--- src/rtl/packet_tx.sv ---
// Source-side NoC packetizer: buffers payload words, holds one descriptor, emits header + payload flits in the TDM slot.
// Optional statistics counters (pkt_cnt, flit_cnt) are enabled by defining PACKET_TX_STATS_EN.
module packet_tx #(
   parameter int MAX_LEN    = 4,
   parameter int FIFO_DEPTH = 8,
   localparam int LW        = $clog2(MAX_LEN + 1)
) (
   input  logic          clk,
   input  logic          reset,
   input  logic          desc_valid,
   output logic          desc_ready,
   input  logic [15:0]   desc_route,
   input  logic [15:0]   desc_addr,
   input  logic [LW-1:0] desc_len,
   output logic          desc_err,
   input  logic          wr_valid,
   output logic          wr_ready,
   input  logic [31:0]   wr_data,
   input  logic          slot_en,
   output logic          busy,
   output logic          outLine_req,
   output logic [34:0]   outLine_data
`ifdef PACKET_TX_STATS_EN
   ,
   output logic [15:0]   pkt_cnt,
   output logic [15:0]   flit_cnt
`endif
);

   // state | meaning
   // IDLE  | no descriptor held, desc_ready=1
   // WAIT  | descriptor held, waiting for slot and full payload
   // HDR   | header flit on the link, first payload word popped
   // PLD   | payload flit on the link, remaining words popped back-to-back
   typedef enum logic [1:0] {S_IDLE, S_WAIT, S_HDR, S_PLD} state_t;

   localparam int AW = $clog2(FIFO_DEPTH);
   localparam int CW = $clog2(FIFO_DEPTH + 1);

   state_t          r_state;
   state_t          w_state_nxt;
   logic [15:0]     r_route;
   logic [15:0]     r_addr;
   logic [LW-1:0]   r_len;
   logic [LW-1:0]   r_rem;
   logic [31:0]     r_mem [FIFO_DEPTH];
   logic [AW-1:0]   r_wptr;
   logic [AW-1:0]   r_rptr;
   logic [CW-1:0]   r_count;
   logic [34:0]     r_flit;
   logic            r_desc_err;

   logic            w_push;
   logic            w_pop;
   logic            w_desc_hs;
   logic            w_len_ok;
   logic            w_launch;
   logic [34:0]     w_flit_nxt;
   logic            w_err_nxt;

   assign desc_ready   = (r_state == S_IDLE);
   assign busy         = (r_state != S_IDLE);
   assign wr_ready     = (r_count < CW'(FIFO_DEPTH));
   assign outLine_data = r_flit;
   assign outLine_req  = r_flit[34];
   assign desc_err     = r_desc_err;

   assign w_push    = wr_valid & wr_ready;
   assign w_desc_hs = desc_valid & desc_ready;
   assign w_len_ok  = (desc_len != '0) && (desc_len <= LW'(MAX_LEN));
   assign w_launch  = slot_en && (r_count >= CW'(r_len));

   always_ff @(posedge clk or posedge reset) begin
      if (reset) r_state <= S_IDLE;
      else       r_state <= w_state_nxt;
   end

   always_comb begin
      w_state_nxt = r_state;
      case (r_state)
         S_IDLE:  if (w_desc_hs && w_len_ok) w_state_nxt = S_WAIT;
         S_WAIT:  if (w_launch) w_state_nxt = S_HDR;
         S_HDR:   w_state_nxt = S_PLD;
         S_PLD:   if (r_rem == '0) w_state_nxt = S_IDLE;
         default: w_state_nxt = S_IDLE;
      endcase
   end

   // The flit for the next cycle is formed here and registered below; pops run
   // while the header or a non-final payload flit is on the link.
   always_comb begin
      w_pop      = 1'b0;
      w_flit_nxt = '0;
      w_err_nxt  = 1'b0;
      case (r_state)
         S_IDLE: w_err_nxt = w_desc_hs && !w_len_ok;
         S_WAIT: if (w_launch) w_flit_nxt = {3'b110, r_addr, r_route};
         S_HDR:  w_pop = 1'b1;
         S_PLD:  w_pop = (r_rem != '0);
         default: ;
      endcase
      if (w_pop) w_flit_nxt = {1'b1, 1'b0, (r_rem == LW'(1)), r_mem[r_rptr]};
   end

   always_ff @(posedge clk or posedge reset) begin
      if (reset) begin
         r_route    <= '0;
         r_addr     <= '0;
         r_len      <= '0;
         r_rem      <= '0;
         r_flit     <= '0;
         r_desc_err <= 1'b0;
      end else begin
         if (r_state == S_IDLE && w_desc_hs && w_len_ok) begin
            r_route <= desc_route;
            r_addr  <= desc_addr;
            r_len   <= desc_len;
         end
         if (r_state == S_WAIT && w_launch) r_rem <= r_len;
         else if (w_pop)                    r_rem <= r_rem - LW'(1);
         r_flit     <= w_flit_nxt;
         r_desc_err <= w_err_nxt;
      end
   end

   always_ff @(posedge clk) begin
      if (w_push) r_mem[r_wptr] <= wr_data;
   end

   always_ff @(posedge clk or posedge reset) begin
      if (reset) begin
         r_wptr  <= '0;
         r_rptr  <= '0;
         r_count <= '0;
      end else begin
         if (w_push) r_wptr <= r_wptr + AW'(1);
         if (w_pop)  r_rptr <= r_rptr + AW'(1);
         case ({w_push, w_pop})
            2'b10:   r_count <= r_count + CW'(1);
            2'b01:   r_count <= r_count - CW'(1);
            default: r_count <= r_count;
         endcase
      end
   end

`ifdef PACKET_TX_STATS_EN
   logic [15:0] r_pkt_cnt;
   logic [15:0] r_flit_cnt;

   always_ff @(posedge clk or posedge reset) begin
      if (reset) begin
         r_pkt_cnt  <= '0;
         r_flit_cnt <= '0;
      end else begin
         if (w_flit_nxt[34]) r_flit_cnt <= r_flit_cnt + 16'd1;
         if (w_flit_nxt[32]) r_pkt_cnt  <= r_pkt_cnt + 16'd1;
      end
   end

   assign pkt_cnt  = r_pkt_cnt;
   assign flit_cnt = r_flit_cnt;
`endif

endmodule

--- config.mk ---
export PLATFORM = sky130hd
export DESIGN_NAME = packet_tx
export DESIGN_NICKNAME = d
export VERILOG_FILES = /design/src/rtl/packet_tx.sv
export SDC_FILE = /design/constraint.sdc
export NUM_CORES = 1
export LEC_CHECK = 0
export ABC_CLOCK_PERIOD_IN_PS = 7100
export CORE_ASPECT_RATIO = 2
export CORE_MARGIN = 2
export CORE_UTILIZATION = 62
export DETAILED_ROUTE_END_ITERATION = 16
export PLACE_DENSITY = 0.94
export SYNTH_ARGS = -nofsm -noshare
export SYNTH_HDL_FRONTEND = slang
export SYNTH_SLANG_ARGS = --single-unit
--- constraint.sdc ---
create_clock -name clk -period 7.1 [get_ports clk]
set_input_delay 1.42 -clock clk [delete_from_list [all_inputs] [get_ports clk]]
set_output_delay 1.42 -clock clk [all_outputs]
set_load 0.01 [all_outputs]
# Yosys cells after proc, flatten, opt, wreduce, memory -nomap -nowiden

Memories as Yosys holds them, arrays and structs flattened.
Cells that the tools add are included.
Widths: inputs -> output; s select.

Add/subtract/negate cells: 5
$lt $le $gt $ge: 3
Equality and inequality tests: 9
Muxes and demuxes: 14
Bitwise operators: 2
Reduce and logical (&&, ||, !) cells: 16

Operators with widths:

| kind                | number |
|---|---|
| $mux 35             | 3 |
| $pmux 2 s4          | 1 |
| $pmux 4 s2          | 1 |
| $logic_and 1x1->1   | 7 |
| $add 3x1->3 const B | 2 |
| $eq 2x2->1 const B  | 3 |
| $mux 2              | 3 |
| $mux 3              | 2 |
| $reduce_bool 2->1   | 3 |
| $reduce_bool 3->1   | 2 |
| $add 4x1->4 const B | 1 |
| $eq 2x1->1 const B  | 2 |
| $ge 4x3->1          | 1 |
| $lt 4x4->1 const B  | 1 |
| $ne 2x2->1 const B  | 2 |
| $sub 4x1->4 const B | 1 |
| $eq 3x1->1 const B  | 1 |
| $le 3x3->1 const B  | 1 |
| $logic_not 3->1     | 1 |
| $mux 1              | 3 |
| $reduce_and 3->1    | 1 |
| $sub 3x1->3 const B | 1 |
| $and 1x1->1         | 2 |
| $logic_not 2->1     | 1 |
| 3 further kinds     | 3 |

Bits in registers: 86
RAM bits: 256
Output and inout bits: 40
Memories kept: 1

Memories:

| name  | depth | bits a word | rd ports | clocked after Yosys merged registers in | wr ports | RTL line | text |
|---|---|---|---|---|---|---|---|
| r_mem | 8     | 32          | 1        | 0                                       | 1        | 46       | `logic [31:0] r_mem [FIFO_DEPTH];` |

# Depth between registers and ports, before layout

Depth in word-level cells: 5
Gate-level depth with buffers: 14

# Worst setup path before layout

Ideal clock, no wire load.

Path type: input to register
Start point: input wr_valid
End point: memory r_mem[0][0] (enable)
Data arrival time: 4110 ps
Path slack: 2529 ps
Stages on the path: 3
Buffers on the path: 0
Cells stage by stage: nor2b_1 -> nand2b_1 -> nor3_1

Longest elaborated chain between the ends: 3

RTL lines:

| item                         | RTL line | text |
|---|---|---|
| start: declaration           | 16       | `input logic wr_valid,` |
| $and 1x1->1                  | 68       | `assign w_push = wr_valid & wr_ready;` |
| $mux 1                       | 127      | `if (w_push) r_mem[r_wptr] <= wr_data;` |
| $mux 1 (not written as such) | 127      |  |
| end: declaration             | 46       |  |

No other way between the ends.

# Final worst setup path

Start point: register r_state[0]
End point: output desc_ready

Longest elaborated chain between the ends: 1

RTL lines:

| item                     | RTL line | text |
|---|---|---|
| start: declaration       | 40       | `state_t r_state;` |
| start signal: assignment | 75       | `else r_state <= w_state_nxt;` |
| $logic_not 2->1          | 61       | `assign desc_ready = (r_state == S_IDLE);` |
| end: declaration         | 11       | `output logic desc_ready,` |

No other way between the ends.

==> metrics <==
row count 76; # port buffers roughly 110; syn_nets 828; total congestion overflow 0; Setup-failing EPs final 0; VDD IR max 293 uV; layout cells sized above 1 0.155; Core Box Area 0.0214 sq mm; antenna violations before repair 0; Synth cell types 40; first-pass GRT wire length roughly 41000 um; via/cell ratio roughly 6.1; Relative slew margins 0.235; pin count of the biggest net entering global routing 71; n_diodes 0; Sw Ratio 0.312; Seq/Total Area, Yosys 0.736; final worst-path setup slack about 3.6 ns; Power Total ~6.2 mW; placed cell count about 1.1k; top cells by count, synth edfxtp_1 (256), dfrtp_1 (86), mux2i_1 (65), inv_1 (46), mux2_2 (37); hold buffer count at cts 0; clk_lat worst skew 0.56 ns; Initial Util 0.625; Critical Path End Type output port; total of cells resized after clock tree synthesis 0; CTS tree done; Worst-path clk slew approximately 0.070 ns; gr busiest metal met2; CP max FO 6; leading area contributor after synthesis edfxtp_1; switching pwr around 1.9 mW; # IOs between 100 and 150; CTS H-tree depth 1; dpl hpwl around 15000 um; slew at the pin closest to its max-slew limit roughly 1.1 ns; synthesized area per cell ~18 sq um; P&R area growth vs syn 16.3%; drc violations 0; Max stage delay cell, worst path clkdlybuf4s50_1; Root Buffer clkbuf_16; Logic pwr share 0.305; RSZ-0062 raised after global routing false; grt met3 use 0.0320; GR Util met1 0.293; Leakage Power around 5.7 nW; Place WS just over 3 ns; CP arrival between 2 and 2.5 ns; Ys Warns 0; vias in the first global route ~7.4k; Synth area leaders edfxtp_1 (57%), dfrtp_1 (16%), mux4_2 (4.9%); final count of pins violating max slew 0; TritonCTS Sinks between 300 and 400; Die Ht around 210 um; post-route minimum period 3.49 ns; vias approximately 7k; startpoint types register; full die area around 0.023 sq mm; clock tree buffer depth 3; DRT Wirelength between 20000 and 30000 um; Nets approximately 940; status complete, no violations; Internal Power roughly 4.3 mW; # Max-Cap Violations 0; Power Density 399 mW/mm^2; Most used DFF post-synth edfxtp_1; R2R Setup Slk 4.04 ns; ys async rst share 0.251; Die W about 110 um; setup_tns 0 ns; global-route met2 utilization 0.438; FF+latch count, synth ~340; Hold Fails Final Rpt 0; Worst path top cell family by delay buffers and inverters; Cell Count, Final, Fillers Out 1144; placer congestion estimate about 0.75; Critical Setup Path Class register to output port; top-area cell type share of the netlist area 0.575; cells after synthesis between 700 and 800; Clock power frac 0.247; DR pass1 iterations 5; most common cell in the netlist edfxtp_1; number of buffers created by CTS 27; skew final ~0.019 ns; Mapped Area roughly 0.013 sq mm; DRT antenna net count 0; WL/cell approximately 23 um; Worst EP required approximately 5.7 ns; list of cells traversed by the critical path inv_1 > ha_1 > clkdlybuf4s50_1; Worst Path Buf+Inv 2; fmax 286 MHz; EDFF count, synth between 200 and 300; # Post-CTS Setup Buffers 0; Global Route Usage Sum 0.244; final cycle utilization of the critical path 0.492; Flop pwr share 0.448; 1st-iter DRT viols 488; CP max stage delay ~0.6 ns; min-delay worst type register to register
per-stage QoR:
| step | utilization | area (sq um) | hold WS, ns |
|---|---|---|---|
| finish | 0.727 | 15600 | 0.504 |
| floorplan | - | 13400 | 0.479 |
| global placement | 0.685 | 14700 | 0.488 |
| global route | 0.727 | 15600 | 0.523 |
| detailed placement | 0.685 | 14700 | 0.494 |
| CTS | 0.727 | 15600 | 0.509 |
power by group through the flow:
| stage | combinational [mW] | clock (mW) | sequential [mW] |
|---|---|---|---|
| after global routing | 2.07 | 1.62 | 2.82 |
| after CTS | 1.91 | 1.55 | 2.78 |
| after global placement | 1.81 | 0 | 2.79 |
| after detailed placement | 1.88 | 0 | 2.81 |
| after floorplan | 1.40 | 0 | 2.72 |
| final | 1.89 | 1.53 | 2.78 |
area by class of cell:
| cell class | count | area [sq um] |
|---|---|---|
| multi-input combinational | 314 | 3120 |
| inverter | 46 | 175 |
| timing repair buffer | 119 | 1170 |
| clock inverter | 16 | 168 |
| clock buffer | 34 | 732 |
| tap | 273 | 342 |
| sequential | 342 | 9840 |
| fill | 1228 | 5840 |
flip-flops by register name, indices dropped and copies added, names as in the netlist:
signal / cells
r_addr: 16
outLine_data: 35
r_state: 2
r_len: 3
desc_err: 1
r_wptr: 3
r_rptr: 3
r_route: 16
r_count: 4
r_rem: 3
r_mem: 256
path summary, 6_finish.rpt:
path | startpoint | end | cells past startpoint
worst max-delay path | r_state[0]$_DFFE_PP0P_ | desc_ready | 3
worst min-delay path | r_route[9]$_DFFE_PP0P_ | r_route[9]$_DFFE_PP0P_ | 1
worst max register to register | r_rem[0]$_DFFE_PP0P_ | r_count[2]$_DFFE_PP0P_ | 13
worst min register to register | r_route[9]$_DFFE_PP0P_ | r_route[9]$_DFFE_PP0P_ | 1
max in group asynchronous | reset | r_rptr[0]$_DFFE_PP0N_ | 3
min in group asynchronous | reset | r_route[7]$_DFFE_PP0P_ | 2
placed cells by master, fill, tap and decap left out, types with 5 or more instances in the layout:
| cell type | count |
|---|---|
| o21ai_1 | 30 |
| edfxtp_1 | 256 |
| clkbuf_16 | 27 |
| o21ai_0 | 5 |
| nand2_1 | 14 |
| a22oi_1 | 32 |
| o211ai_1 | 34 |
| mux2i_1 | 65 |
| ha_1 | 16 |
| clkinv_2 | 5 |
| nor2_4 | 7 |
| nor2_1 | 5 |
| xnor2_1 | 6 |
| mux4_2 | 29 |
| buf_4 | 8 |
| clkdlybuf4s50_1 | 111 |
| inv_1 | 44 |
| dfrtp_1 | 84 |
| mux2_2 | 37 |
cells by family (layout without fill, tap and decap cells):
logic type,after synthesis,count (layout),share of synthesized area
flops,342,342,0.736
fa+ha+maj,16,16,0.0150
buf+inv,84,215,0.0356
simple gates,41,41,0.0152
mux,134,134,0.135
xor+xnor,11,11,0.00777
compound gates,112,112,0.0562
worst register-to-register path, delay by kind of cell, from the launching register on:
kind | cells | cell delay, ns
adder cells (fa/ha/maj) | 4 | 0.99
AND/OR/NAND/NOR | 3 | 0.32
XOR/XNOR | 3 | 0.49
buffers and inverters | 2 | 0.64
flip-flops | 1 | 0.38
AO/OA/AOI/OAI | 1 | 0.14
per-layer routing:
metal / vias to the layer above / wire, um
met5: - / 0
met1: 3573 / 9790
met2: 282 / 14800
li1: 3071 / -
met3: 67 / 1350
met4: 0 / 939
Note: power is estimated with default switching activity, not from simulation.
